==> src/rtl/alu_op_sequencer.sv <==
`timescale 1ns/1ps
`default_nettype none
// +--------------------------------------------------------------------------+
// | Module   : alu_op_sequencer                                              |
// | Purpose  : Issues one register-file instruction at a time to an external |
// |            ALU. It reads operands, captures the result and flags, then   |
// |            holds the result until it is handshaked and written back.     |
// | Revision : 1.0 - initial release                                         |
// +--------------------------------------------------------------------------+
module alu_op_sequencer #(
  parameter int BUS_WIDTH = 8
) (
  input  logic                 clk,
  input  logic                 rst_n,
  // instruction channel: {opcode[9:6], rd[5:4], rs1[3:2], rs2[1:0]}
  input  logic                 instr_valid,
  output logic                 instr_ready,
  input  logic [9:0]           instr,
  // external register load / readback
  input  logic                 wr_en,
  input  logic [1:0]           wr_addr,
  input  logic [BUS_WIDTH-1:0] wr_data,
  input  logic [1:0]           rd_addr,
  output logic [BUS_WIDTH-1:0] rd_data,
  // ALU-facing side
  output logic [BUS_WIDTH-1:0] alu_a,
  output logic [BUS_WIDTH-1:0] alu_b,
  output logic                 alu_carry_in,
  output logic [3:0]           alu_opcode,
  input  logic [BUS_WIDTH-1:0] alu_y,
  input  logic                 alu_carry_out,
  input  logic                 alu_borrow,
  input  logic                 alu_zero,
  input  logic                 alu_parity,
  input  logic                 alu_invalid_op,
  // completion channel
  output logic                 done_valid,
  input  logic                 done_ready,
  output logic [BUS_WIDTH-1:0] done_result,
  output logic                 done_err,
  output logic [3:0]           status,
  output logic [15:0]          op_count,
  output logic [7:0]           err_count
);

  typedef enum logic [1:0] {
    S_IDLE = 2'd0,
    S_EXEC = 2'd1,
    S_DONE = 2'd2
  } state_t;

  // status bit positions: {zero, parity, carry, borrow}
  localparam int c_ST_ZERO   = 3;
  localparam int c_ST_PARITY = 2;
  localparam int c_ST_CARRY  = 1;
  localparam int c_ST_BORROW = 0;

  state_t               r_state;
  state_t               w_next_state;
  logic                 r_run;
  logic [BUS_WIDTH-1:0] r_regs [4];
  logic [3:0]           r_status;
  logic [3:0]           r_opcode;
  logic [1:0]           r_rd;
  logic [1:0]           r_rs1;
  logic [1:0]           r_rs2;
  logic [BUS_WIDTH-1:0] r_y;
  logic                 r_zero;
  logic                 r_parity;
  logic                 r_carry;
  logic                 r_borrow;
  logic                 r_invalid;
  logic [15:0]          r_op_count;
  logic [7:0]           r_err_count;
  logic                 w_accept;
  logic                 w_retire;

  // State register; reset parks the machine in IDLE and drops any instruction in flight.
  always_ff @(posedge clk or negedge rst_n) begin
    if (!rst_n) begin
      r_state <= S_IDLE;
    end else begin
      r_state <= w_next_state;
    end
  end

  // Goes high on the first edge after reset release so instr_ready stays low until then.
  always_ff @(posedge clk or negedge rst_n) begin
    if (!rst_n) begin
      r_run <= 1'b0;
    end else begin
      r_run <= 1'b1;
    end
  end

  // Next-state decode and all handshake / ALU-facing outputs.
  always_comb begin
    w_next_state = r_state;
    instr_ready  = 1'b0;
    done_valid   = 1'b0;
    w_accept     = 1'b0;
    w_retire     = 1'b0;
    alu_a        = '0;
    alu_b        = '0;
    alu_opcode   = 4'd0;
    alu_carry_in = 1'b0;
    case (r_state)
      S_IDLE: begin
        instr_ready = r_run;
        if (instr_valid && r_run) begin
          w_accept     = 1'b1;
          w_next_state = S_EXEC;
        end
      end
      S_EXEC: begin
        alu_a        = r_regs[r_rs1];
        alu_b        = r_regs[r_rs2];
        alu_opcode   = r_opcode;
        alu_carry_in = r_status[c_ST_CARRY];
        w_next_state = S_DONE;
      end
      S_DONE: begin
        done_valid = 1'b1;
        if (done_ready) begin
          w_retire     = 1'b1;
          w_next_state = S_IDLE;
        end
      end
      default: begin
        w_next_state = S_IDLE;
      end
    endcase
  end

  // Latch the instruction fields at accept so the instr bus is free afterwards.
  always_ff @(posedge clk or negedge rst_n) begin
    if (!rst_n) begin
      r_opcode <= 4'd0;
      r_rd     <= 2'd0;
      r_rs1    <= 2'd0;
      r_rs2    <= 2'd0;
    end else if (w_accept) begin
      r_opcode <= instr[9:6];
      r_rd     <= instr[5:4];
      r_rs1    <= instr[3:2];
      r_rs2    <= instr[1:0];
    end
  end

  // Capture the ALU response at the end of the single EXEC cycle.
  always_ff @(posedge clk or negedge rst_n) begin
    if (!rst_n) begin
      r_y       <= '0;
      r_zero    <= 1'b0;
      r_parity  <= 1'b0;
      r_carry   <= 1'b0;
      r_borrow  <= 1'b0;
      r_invalid <= 1'b0;
    end else if (r_state == S_EXEC) begin
      r_y       <= alu_y;
      r_zero    <= alu_zero;
      r_parity  <= alu_parity;
      r_carry   <= alu_carry_out;
      r_borrow  <= alu_borrow;
      r_invalid <= alu_invalid_op;
    end
  end

  // Register file: external loads only in IDLE, writeback only on a valid retire.
  always_ff @(posedge clk or negedge rst_n) begin
    if (!rst_n) begin
      for (int i = 0; i < 4; i++) begin
        r_regs[i] <= '0;
      end
    end else if ((r_state == S_IDLE) && wr_en) begin
      r_regs[wr_addr] <= wr_data;
    end else if (w_retire && !r_invalid) begin
      r_regs[r_rd] <= r_y;
    end
  end

  // Status flags and saturating counters update together at retire.
  always_ff @(posedge clk or negedge rst_n) begin
    if (!rst_n) begin
      r_status    <= 4'd0;
      r_op_count  <= 16'd0;
      r_err_count <= 8'd0;
    end else if (w_retire) begin
      if (r_invalid) begin
        if (r_err_count != 8'hFF) begin
          r_err_count <= r_err_count + 8'd1;
        end
      end else begin
        r_status[c_ST_ZERO]   <= r_zero;
        r_status[c_ST_PARITY] <= r_parity;
        r_status[c_ST_CARRY]  <= r_carry;
        r_status[c_ST_BORROW] <= r_borrow;
        if (r_op_count != 16'hFFFF) begin
          r_op_count <= r_op_count + 16'd1;
        end
      end
    end
  end

  assign rd_data     = r_regs[rd_addr];
  assign done_result = r_y;
  assign done_err    = r_invalid;
  assign status      = r_status;
  assign op_count    = r_op_count;
  assign err_count   = r_err_count;

endmodule
`default_nettype wire
==> config.mk <==
export PLATFORM = sky130hd
export DESIGN_NAME = alu_op_sequencer
export DESIGN_NICKNAME = d
export VERILOG_FILES = /design/src/rtl/alu_op_sequencer.sv
export SDC_FILE = /design/constraint.sdc
export NUM_CORES = 1
export LEC_CHECK = 0
export BUFFER_PORTS_ARGS = -buffer_cell sky130_fd_sc_hd__buf_2
export CAP_MARGIN = 20
export CELL_PAD_IN_SITES_DETAIL_PLACEMENT = 1
export CELL_PAD_IN_SITES_GLOBAL_PLACEMENT = 2
export CORE_UTILIZATION = 38
export CTS_BUF_LIST = sky130_fd_sc_hd__clkbuf_8
export CTS_CLUSTER_SIZE = 40
export DETAILED_ROUTE_END_ITERATION = 10
export HOLD_SLACK_MARGIN = 0.08
export PLACE_DENSITY = 0.95
export SYNTH_ARGS = -nofsm -noshare
export SYNTH_HDL_FRONTEND = slang
export SYNTH_SLANG_ARGS = --single-unit
==> constraint.sdc <==
create_clock -name clk -period 3.9 [get_ports clk]
set_input_delay 0.39 -clock clk [delete_from_list [all_inputs] [get_ports clk]]
set_output_delay 0.39 -clock clk [all_outputs]
set_load 0.01 [all_outputs]
Word level (Yosys, flattened, before mapping)

Cells that the tools add are included.

Multiplexer cells: 30
Reduce and logical (&&, ||, !) cells: 12
$lt $le $gt $ge: 7
Bitwise logic cells: 6
Add/subtract/negate cells: 2
Eq/ne operators: 6

Operators with widths:

| cell                                                                         | number |
|---|---|
| 8-bit two-way mux                                                            | 10 |
| 32-bit bitwise mux                                                           | 2 |
| 32-bit two-way mux                                                           | 2 |
| 8-bit binary-select mux with 2-bit select                                    | 3 |
| 8-bit demux with 2-bit select                                                | 2 |
| 16-bit by 1-bit adder with 16-bit output, second input constant              | 1 |
| 16-bit inequality test, second input constant                                | 1 |
| 3-bit greater-or-equal comparator, second input constant                     | 5 |
| 2-bit NOT with 3-bit output                                                  | 5 |
| 8-bit by 1-bit adder with 8-bit output, second input constant                | 1 |
| 8-bit inequality test, second input constant                                 | 1 |
| 1-bit two-way mux                                                            | 7 |
| 3-bit by 1-bit less-than comparator with 1-bit output, second input constant | 2 |
| 2-bit one-hot mux with 3 select lines                                        | 1 |
| 3-bit AND reduction                                                          | 2 |
| 1-bit logical AND                                                            | 5 |
| 2-bit two-way mux                                                            | 2 |
| 4-bit two-way mux                                                            | 1 |
| 2-bit inequality test, second input constant                                 | 2 |
| 2-bit AND reduction                                                          | 2 |
| 2-bit by 1-bit equality test with 1-bit output, second input constant        | 1 |
| 2-bit equality test, second input constant                                   | 1 |
| 2-bit zero test                                                              | 1 |
| 2-bit nonzero test                                                           | 1 |
| other kinds (2)                                                              | 2 |

Output and inout port bits: 68
Bits in registers: 86

Logic depth before layout (Yosys ltp)

Depth in word-level cells: 8
Gate-level depth with buffers: 6
Depth with buffers taken out: 5

Least setup slack after synthesis

OpenSTA, ideal clock, no wires.

Path kind: register -> register
Start point: register r_op_count[0] (netlist: op_count[0])
End point: register r_op_count[1] (netlist: op_count[1])
Period minus slack after synthesis: 1,783 ps
Library setup time: 125 ps
Slack: 2,117 ps
Required time: 3,775 ps
Arrival: 1,658 ps
Stages on the path, launching flop included: 5
Path buffers: 0
Path through: dfrtp_1 > ha_1 > nand4_2 > o41a_4 > mux2_4

Cells in the longest elaborated chain, start to end: 2
Elaborated cells between the ends (all ways): 3
Classes of those cells: add/sub (1); eq/ne (1); reduce/logical (1)

Ends and longest elaborated chain:

| item                                                                                             | RTL line | text |
|---|---|---|
| start: declaration                                                                               | 73       | `logic [15:0] r_op_count;` |
| start signal: assignment                                                                         | 199      | `r_op_count <= r_op_count + 16'd1;` |
| parallel branches: the longest is 2 deep, another holds 16-bit by 1-bit adder with 16-bit output | n/a      |  |

Parallel ways; which one is timed is not known.
A chain may end at the register's enable or synchronous reset.

Worst setup path after layout

Start point: register r_state[0]
End point: output alu_b[3]

Cells in the longest elaborated chain, start to end: 2

Ends and longest elaborated chain:

| item                                           | RTL line | text |
|---|---|---|
| start: declaration                             | 58       | `state_t r_state;` |
| start signal: assignment                       | 83       | `r_state <= w_next_state;` |
| 2-bit by 1-bit equality test with 1-bit output | 107      | `case (r_state)` |
| 8-bit two-way mux                              | 107      |  |
| end: declaration                               | 27       | `output logic [BUS_WIDTH-1:0] alu_b,` |

Every way passes these cells.

==> results.json <==
{
  "outcome": "finished with violations",
  "violations": "design-rule violations",
  "rsz0062_at_grt": "no",
  "startpoint_type": "flip-flop",
  "drt_iter0_drc": 224,
  "maxCapViolCount": 0,
  "vias": 3595,
  "cts_tree": "built",
  "synth_nets": 437,
  "drc": 20,
  "synth_edf_count": 0,
  "finalSetupTns_ns": 0,
  "grtUsageTotal_pct": 21.80,
  "ys.flop_type": "dfrtp_1",
  "ys_seq_area_share_pct": 47.34,
  "skew_ns": 0.01151,
  "final_cell_mix": "buf_2, dfrtp_1, nand2_1, mux4_2, and2_1",
  "synth_area_per_cell_sq_um": 11.51,
  "ios": 108,
  "antenna_found_initial": 0,
  "min_period_ns": 2.376,
  "finalHoldViolCount": 0,
  "hold_class": "primary input to flip-flop",
  "period_share_pct": 60.91,
  "synthesis.area_sq_mm": 0.004546,
  "clk_path_buf_depth": 2,
  "cp_top_family": "simple AND/OR/NAND/NOR gates",
  "cts_setup_buffers": 0,
  "cts_sinks": 86,
  "drive_above_1_share_pct": 37.18,
  "cpPeakStageDelay_ns": 0.50,
  "slew_viol_final": 0,
  "cp_num_buf_inv": 2,
  "final_common_cell": "buf_2",
  "async_flop_share_pct": 100.0,
  "synth-seq-cells": 86,
  "ir_drop_mv": 0.2296,
  "die_w_um": 111.4,
  "worstPathArrival_ns": 1.99,
  "gp_congestion": 0.8108,
  "coreArea_sq_mm": 0.01152,
  "fp.dieH_um": 111.4,
  "critPathKind": "flip-flop to output pin",
  "cp-end-kind": "output pin",
  "setup_viol": 0,
  "dieArea_sq_mm": 0.01240,
  "critPathMaxFanout": 23,
  "rows": 39,
  "final_nets": 540,
  "synth_warnings": 0,
  "crit_required_ns": 3.51,
  "cts_inserted_buffers": 9,
  "crit_chain": "nor2b_2, buf_4, and2_1, buf_2",
  "syn_to_final_growth_pct": 20.34,
  "slowest_stage": "nor2b_2",
  "synthAdderAreaFrac_pct": 0.5505,
  "max_freq_mhz": 420.9,
  "worstMarginPinSlew_ns": 0.6448,
  "synth_cells": 395,
  "grt_pass1_vias": 3753,
  "drt_wl_total_mm": 12.75,
  "instances_no_fill": 647,
  "setup_slack_ns": 1.524,
  "hpwlAfterDp_mm": 9.429,
  "hold_ws_ns": 0.2214,
  "grt_max_degree": 87,
  "power.leakage_nw": 2.721,
  "place.port_buffers": 107,
  "clkLatencyLatePin_ns": 0.36,
  "cts_root_buffer": "clkbuf_8",
  "grt_overflow_total": 0,
  "muxShareOfSynthArea_pct": 15.19,
  "htree_levels": 3,
  "synth_simple_gate_area_share_pct": 20.20,
  "pre_cts_slack_ns": 1.754,
  "start_util_pct": 39.47,
  "fin_total_pwr_mw": 3.215,
  "slew-limit-headroom_pct": 56.75,
  "synth_compound_area_share_pct": 9.882,
  "firstDrtPassIters": 7,
  "postRouteAntennaNets": 0,
  "synth_top_family_by_area": "simple AND/OR/NAND/NOR gates",
  "clkTransAtPathRegs_ns": 0.08,
  "synth_cell_type_count": 51,
  "routedWlPerCell_um": 19.71,
  "power_density_mw_per_mm2": 587.7,
  "place_inst": 628,
  "synth_xor_area_share_pct": 3.854,
  "vias_per_cell": 5.556,
  "grt_pass1_wl_mm": 20.97
}
==> where the power goes <==
group          switching (mW)  internal [mW]  leakage [nW]  total (mW)
Combinational           0.400          0.537          1.52       0.936
Sequential              0.364           1.14          1.08        1.51
Clock                   0.342          0.428         0.120       0.770
==> sequential cells by signal, indices dropped and copies added (netlist names) <==
signal	count
r_regs	32
op_count	16
done_result	8
err_count	8
r_opcode	4
status	4
r_rd	2
r_rs1	2
r_rs2	2
r_state	2
done_err	1
r_borrow	1
r_carry	1
r_parity	1
r_run	1
r_zero	1
==> cell usage after synthesis (2+ instances only) <==
cell | n | area share [%]
ha_1 | 2 | 0.55
nand4_1 | 6 | 0.83
or3_1 | 2 | 0.28
a22oi_1 | 16 | 2.6
dfrtp_1 | 86 | 47
xor2_1 | 12 | 2.3
xnor2_1 | 8 | 1.5
nor4_1 | 2 | 0.28
o21ai_2 | 8 | 1.5
mux2_2 | 12 | 3.0
nor3b_1 | 2 | 0.33
and3_1 | 11 | 1.5
a21o_1 | 8 | 1.3
clkbuf_1 | 6 | 0.50
nor3_1 | 7 | 0.77
nor2_1 | 6 | 0.50
mux4_2 | 24 | 12
nand2b_1 | 2 | 0.28
and2_1 | 22 | 3.0
nor3_2 | 3 | 0.66
a221o_1 | 8 | 1.8
o21ai_0 | 3 | 0.33
a22o_1 | 8 | 1.5
nor3b_4 | 2 | 0.83
inv_1 | 12 | 0.99
buf_1 | 4 | 0.33
nand3_1 | 13 | 1.4
nand2_1 | 72 | 5.9
buf_2 | 6 | 0.66
==> through the flow <==
| step | cell area [sq um] | util [%] |
|---|---|---|
| 2_1_floorplan | 4546 | - |
| 3_3_place_gp | 5186 | 45.03 |
| 3_5_place_dp | 5186 | 45.03 |
| 4_1_cts | 5430 | 47.15 |
| 5_1_grt | 5468 | 47.48 |
| 6_report | 5470 | 47.50 |
==> cell type report <==
class | count | area (sq um)
fillers | 1283 | 6046
repair buffers | 110 | 583.1
diodes | 1 | 2.502
flip-flops and latches | 86 | 2152
clock buffers | 9 | 123.9
clock inverters | 7 | 120.1
well taps | 143 | 178.9
inverters | 12 | 45.04
multi-input cells | 279 | 2265
==> worst paths after layout <==
path | cells past startpoint | slack, ns | to | start
max | 4 | 1.52 | alu_b[3] | r_state[0]
min | 3 | 0.22 | done_result[5] | alu_y[5]
max reg2reg | 4 | 1.73 | r_regs[12] | r_state[0]
min reg2reg | 2 | 0.48 | r_zero | r_zero
max in group asynchronous | 3 | 2.85 | r_regs[26] | rst_n
min in group asynchronous | 2 | 0.43 | op_count[7] | rst_n
==> kinds of logic after synthesis <==
kind of cell,count (synthesis)
and+or+nand+nor,166
DFF,86
AOI/OAI and AO/OA,53
muxes,37
buffers and inverters,30
xor gates and xnor gates,20
adders and majority gates,2
other,1
==> tightest hold or removal path: stages <==
cell and delay [ns]:
buf_2 0.08, nand2_1 0.04, nand2_1 0.04
==> routing by layer <==
layer,GRT usage [%],vias up,routed length [um]
met4,10.09,0,267
met1,29.77,1826,5544
met3,3.212,21,685
li1,-,1638,-
met2,34.50,110,6255
met5,0,-,0
==> repair_timing <==
action                    CTS  global route
hold buffers                0             1
hold endpoints to repair    0            15
gates resized for setup     0             0
Power figures use the tool's default switching activity.
